**src/rtl/cpu_types_pkg.sv**
```systemverilog
// Shared types for the data-memory stage controller.
// Word, memory-FSM state and LR/SC reservation definitions.
package cpu_types_pkg;

    localparam int WORD_W  = 32;
    localparam int WADDR_W = WORD_W - 2;

    typedef logic [WORD_W-1:0] word_t;

    typedef enum logic [1:0] {
        IDLE = 2'd0,
        WAIT = 2'd1,
        DONE = 2'd2
    } memstate_t;

    typedef struct packed {
        logic               valid;
        logic [WADDR_W-1:0] addr;
    } resv_t;

endpackage

```
**src/rtl/mem_stage_ctrl_link_reg.sv**
```systemverilog
// LR/SC reservation register: set by LR, cleared by stores and snoops.
// match_o already accounts for a same-cycle snoop hit on the word.
module link_reg
    import cpu_types_pkg::*;
(
    input  logic               CLK,
    input  logic               nRST,
    input  logic               set_i,
    input  logic [WADDR_W-1:0] set_addr_i,
    input  logic               st_i,
    input  logic [WADDR_W-1:0] st_addr_i,
    input  logic               snoop_i,
    input  logic [WADDR_W-1:0] snoop_addr_i,
    input  logic [WADDR_W-1:0] chk_addr_i,
    output logic               match_o
);

    resv_t resv_q;
    resv_t resv_d;

    // Next reservation: LR sets, then stores/snoops to that word clear it.
    always_comb begin
        resv_d = resv_q;
        if (set_i) begin
            resv_d.valid = 1'b1;
            resv_d.addr  = set_addr_i;
        end
        if (st_i && (st_addr_i == resv_d.addr)) begin
            resv_d.valid = 1'b0;
        end
        if (snoop_i && (snoop_addr_i == resv_d.addr)) begin
            resv_d.valid = 1'b0;
        end
    end

    // Reservation state.
    always_ff @(posedge CLK or negedge nRST) begin
        if (!nRST) begin
            resv_q <= '0;
        end else begin
            resv_q <= resv_d;
        end
    end

    assign match_o = resv_q.valid
                   && (chk_addr_i == resv_q.addr)
                   && !(snoop_i && (snoop_addr_i == resv_q.addr));

endmodule

```
**src/rtl/mem_stage_ctrl.sv**
```systemverilog
// MEM-stage dcache handshake controller (IDLE -> WAIT -> DONE).
// Define ATOMIC_EN to add LR/SC reservation support.
module mem_stage_ctrl
    import cpu_types_pkg::*;
(
    input  logic  CLK,
    input  logic  nRST,
    input  logic  dREN_i,
    input  logic  dWEN_i,
    input  logic  atomic_i,
    input  logic  halt_i,
    input  word_t addr_i,
    input  word_t store_i,
    input  logic  dhit,
    input  word_t dmemload,
    input  logic  snoop_inv,
    input  word_t snoop_addr,
    output logic  dmemREN,
    output logic  dmemWEN,
    output word_t dmemaddr,
    output word_t dmemstore,
    output logic  mem_stall,
    output word_t load_o,
    output logic  mem_done
);

    memstate_t state_q;
    logic      ren_q;
    logic      wen_q;
    logic      done_q;
    word_t     addr_q;
    word_t     store_q;
    word_t     load_q;
    logic      memop;
    logic      sc_fail;

    assign memop = (dREN_i | dWEN_i) & ~halt_i;

`ifdef ATOMIC_EN
    logic atm_q;
    logic resv_match;
    logic lr_set;
    logic st_clr;
    logic unused;

    assign lr_set  = (state_q == WAIT) & dhit & ren_q & atm_q;
    assign st_clr  = (state_q == WAIT) & dhit & wen_q;
    assign sc_fail = atomic_i & dWEN_i & ~resv_match;
    assign unused  = ^{addr_i[1:0], snoop_addr[1:0]};

    link_reg u_link (
        .CLK          (CLK),
        .nRST         (nRST),
        .set_i        (lr_set),
        .set_addr_i   (addr_q[31:2]),
        .st_i         (st_clr),
        .st_addr_i    (addr_q[31:2]),
        .snoop_i      (snoop_inv),
        .snoop_addr_i (snoop_addr[31:2]),
        .chk_addr_i   (addr_i[31:2]),
        .match_o      (resv_match)
    );
`else
    logic unused;

    assign sc_fail = 1'b0;
    assign unused  = ^{atomic_i, snoop_inv, snoop_addr, addr_i[1:0]};
`endif

    // Request FSM with registered dcache request and result outputs.
    always_ff @(posedge CLK or negedge nRST) begin
        if (!nRST) begin
            state_q <= IDLE;
            ren_q   <= 1'b0;
            wen_q   <= 1'b0;
            done_q  <= 1'b0;
            addr_q  <= '0;
            store_q <= '0;
            load_q  <= '0;
`ifdef ATOMIC_EN
            atm_q   <= 1'b0;
`endif
        end else begin
            unique case (state_q)
                IDLE: begin
                    if (memop && sc_fail) begin
                        load_q  <= word_t'(1);
                        done_q  <= 1'b1;
                        state_q <= DONE;
                    end else if (memop) begin
                        ren_q   <= dREN_i;
                        wen_q   <= dWEN_i;
                        addr_q  <= {addr_i[31:2], 2'b00};
                        store_q <= store_i;
`ifdef ATOMIC_EN
                        atm_q   <= atomic_i;
`endif
                        state_q <= WAIT;
                    end
                end
                WAIT: begin
                    if (dhit) begin
                        load_q  <= ren_q ? dmemload : '0;
                        ren_q   <= 1'b0;
                        wen_q   <= 1'b0;
                        done_q  <= 1'b1;
                        state_q <= DONE;
                    end
                end
                DONE: begin
                    done_q  <= 1'b0;
                    state_q <= IDLE;
                end
                default: begin
                    state_q <= IDLE;
                end
            endcase
        end
    end

    assign dmemREN   = ren_q;
    assign dmemWEN   = wen_q;
    assign dmemaddr  = addr_q;
    assign dmemstore = store_q;
    assign load_o    = load_q;
    assign mem_done  = done_q;
    assign mem_stall = ((state_q == IDLE) & memop) | (state_q == WAIT);

endmodule
```
**config.mk**
```make
export PLATFORM = sky130hd
export DESIGN_NAME = mem_stage_ctrl
export DESIGN_NICKNAME = d
export VERILOG_FILES = /design/src/rtl/cpu_types_pkg.sv /design/src/rtl/mem_stage_ctrl_link_reg.sv /design/src/rtl/mem_stage_ctrl.sv
export SDC_FILE = /design/constraint.sdc
export NUM_CORES = 1
export LEC_CHECK = 0
export CORE_ASPECT_RATIO = 0.9
export CORE_MARGIN = 2
export CORE_UTILIZATION = 40
export CTS_CLUSTER_SIZE = 10
export DETAILED_ROUTE_END_ITERATION = 7
export GPL_ROUTABILITY_DRIVEN = 0
export PLACE_DENSITY = 0.86
export SYNTH_ARGS = -nofsm -noshare
export SYNTH_HDL_FRONTEND = slang
export SYNTH_HIERARCHICAL = 1
export SYNTH_SLANG_ARGS = --single-unit
```
**constraint.sdc**
```tcl
create_clock -name CLK -period 4.6 [get_ports CLK]
set_input_delay 0.92 -clock CLK [delete_from_list [all_inputs] [get_ports CLK]]
set_output_delay 0.92 -clock CLK [all_outputs]
set_load 0.05 [all_outputs]
```
==> results.cfg <==
[sta]
rsz0062_at_grt = no
holdWs_ns = 0.488
worst_pin_slew_ns = 1.13
min_period_ns = 3.68
hold_violations = 0
final-max-slew-violation-count = 0
tns_ns = 0
maxSlewHeadroom_pct = 24.2
finalCritPeriodShare_pct = 80.0
fin_skew_ns = 0.0141
max_freq_ghz = 0.272
report.final.setup_viol = 0

[run_status]
status = finished clean

[setup_path]
reg2regPathDepth = 3
cp-end-kind = primary output
critPathArrivalTime_ns = 2.76
worstPathRequired_ns = 3.68
start_kind = input port
critPathKind = in -> out
cp_max_fo = 2

[placed_design]
dp.cells = 598
dp_hpwl_mm = 6.96
place.port_buffers = 197

[die]
io_pins = 236
die_h_um = 96.6
initial_core_util_pct = 41.4
die_width_um = 107
core_sq_mm = 0.00921
rows = 33
dieArea_sq_mm = 0.0103

[clock_tree]
numCtsBuffers = 9
clockRootBuffer = clkbuf_8
max-clock-path-buffers = 2
cts.clk_slew.worst_paths_ns = 0.10
cts_sinks = 99
cts-hold-fix-buffers = 0
cts_resized = 0
cts_setup_buffers = 0
cts-htree-levels = 3
cts_tree = yes
insertion_delay_ns = 0.35

[global_route]
grt_usage_pct = 18.7
antenna_found_initial = 0
grt-ovfl-total = 0
grt_pass1_vias = 3001
grt_pass1_wl_mm = 15.3
grt_max_degree = 66

[final_layout]
nets = 623
nFillCells = 722
area_growth_pct = 58.1
drive_above_1_share_pct = 9.76
diodes = 0
final_cells = 614
finish.utilization_pct = 65.5

[drt]
m1WireLength_mm = 3.56
drtIter0Drc = 77
wl_met3_um = 932
wire_per_inst_um = 15.3
viasPerCell = 4.71
top_layer = met4
ant_nets = 0
route.detailed.drc = 0
vias = 2893
first_pass_iters = 4
dr_wl_met2_mm = 4.74
routed_wl_mm = 9.37

[worst_hold_path]
hold_depth = 2
hold_path.class = reg -> reg

[yosys]
synth_edf_count = 0
syn_inst = 294
ys_seq_area_share_pct = 65.0
ys_types = 18
yosysWarnings = 6
syn_avg_cell_area_sq_um = 13.0
ys_ff_latch = 99
synth_flop_cell = dfrtp_1
synthArstFlopShare_pct = 100
netlist_area_sq_mm = 0.00381

[pwr]
ir_worst_vdd_mv = 0.367
power_density_mw_per_mm2 = 680
p_leak_uw = 0.00252

[job]
max-cap-violations = 0
[layout make-up]
| type | count | area, sq um | area share (%) |
|---|---|---|---|
| Multi-Input combinational cell | 172 | 1200 | 20.0 |
| Sequential cell | 99 | 2480 | 41.1 |
| Inverter | 4 | 15.0 | 0.249 |
| Timing Repair Buffer | 201 | 2000 | 33.2 |
| Clock inverter | 5 | 37.5 | 0.623 |
| Clock buffer | 11 | 141 | 2.35 |
| Tap cell | 122 | 153 | 2.53 |
[worst max-delay path, stage by stage]
cell,delay [ns]
clkdlybuf4s50_1,0.48
inv_2,0.05
a2111oi_4,0.34
nand2b_1,0.15
clkdlybuf4s50_1,0.82
[placed cells by master, fill, tap and decap left out, types with 2 or more instances in the layout]
cell	netlist	routed
nand2_1	66	66
inv_1	3	3
conb_1	1	2
o21ai_0	34	34
mux2_2	26	26
clkbuf_8	0	10
dfrtp_1	99	99
mux2_1	36	36
clkdlybuf4s50_1	0	196
nand2b_1	2	2
buf_4	3	5
clkinvlp_4	0	2
mux2i_1	2	2
[flip-flops by register name, indices dropped and copies added (netlist names)]
name       cells
dmemstore     32
dmemaddr      30
dmemWEN        1
load_o        32
dmemREN        1
state_q        2
mem_done       1
[metrics by stage]
step / power (uW) / cell area [sq um] / setup slack (ns)
floorplan: 2780 / 3820 / 1.57
global placement: 3570 / 5850 / 0.921
detailed placement: 3630 / 5850 / 0.906
CTS: 4150 / 6030 / 0.889
global route: 4300 / 6030 / 0.835
finish: 4100 / 6030 / 0.919
[where the power goes]
| part | internal (uW) | total, uW | switching [uW] |
|---|---|---|---|
| clock network | 214 | 507 | 293 |
| logic | 771 | 2250 | 1480 |
| registers | 1180 | 1340 | 162 |
[metal layers]
layer | global-route usage, % | vias to the layer above
met4 | 5.39 | 0
met1 | 20.6 | 1379
li1 | - | 1368
met3 | 6.94 | 15
met5 | 0 | -
met2 | 33.4 | 131
[final timing paths]
kind	to	slack (ns)	startpoint
min in group asynchronous	dmemaddr[10]$_DFFE_PN0P_	0.61	nRST
max in group asynchronous	dmemaddr[2]$_DFFE_PN0P_	2.96	nRST
max	mem_stall	0.92	dREN_i
max reg2reg	load_o[24]$_DFFE_PN0P_	2.41	state_q[1]$_DFFE_PN0P_
min	load_o[21]$_DFFE_PN0P_	0.49	load_o[21]$_DFFE_PN0P_
min reg2reg	load_o[21]$_DFFE_PN0P_	0.49	load_o[21]$_DFFE_PN0P_
[cell usage after synthesis (2+ instances only)]
library cell,n,area [sq um]
buf_2,3,15.0
buf_4,3,22.5
buf_6,4,45.0
clkbuf_1,10,37.5
dfrtp_1,99,2480
inv_1,3,11.3
mux2_1,36,405
mux2_2,26,293
mux2i_1,2,20.0
nand2_1,66,248
nand2b_1,2,12.5
o21ai_0,34,170
[kinds of logic (layout without fill, tap and decap cells)]
kind of cell / count (synthesis) / count (layout) / synth area share (%)
muxes: 64 / 64 / 18.8
DFF: 99 / 99 / 65.0
other: 1 / 2 / 0.0983
and+or+nand+nor: 70 / 70 / 7.19
AOI/OAI and AO/OA: 36 / 36 / 5.38
buffers and inverters: 24 / 221 / 3.54
Note: power is estimated with default switching activity, not from simulation.
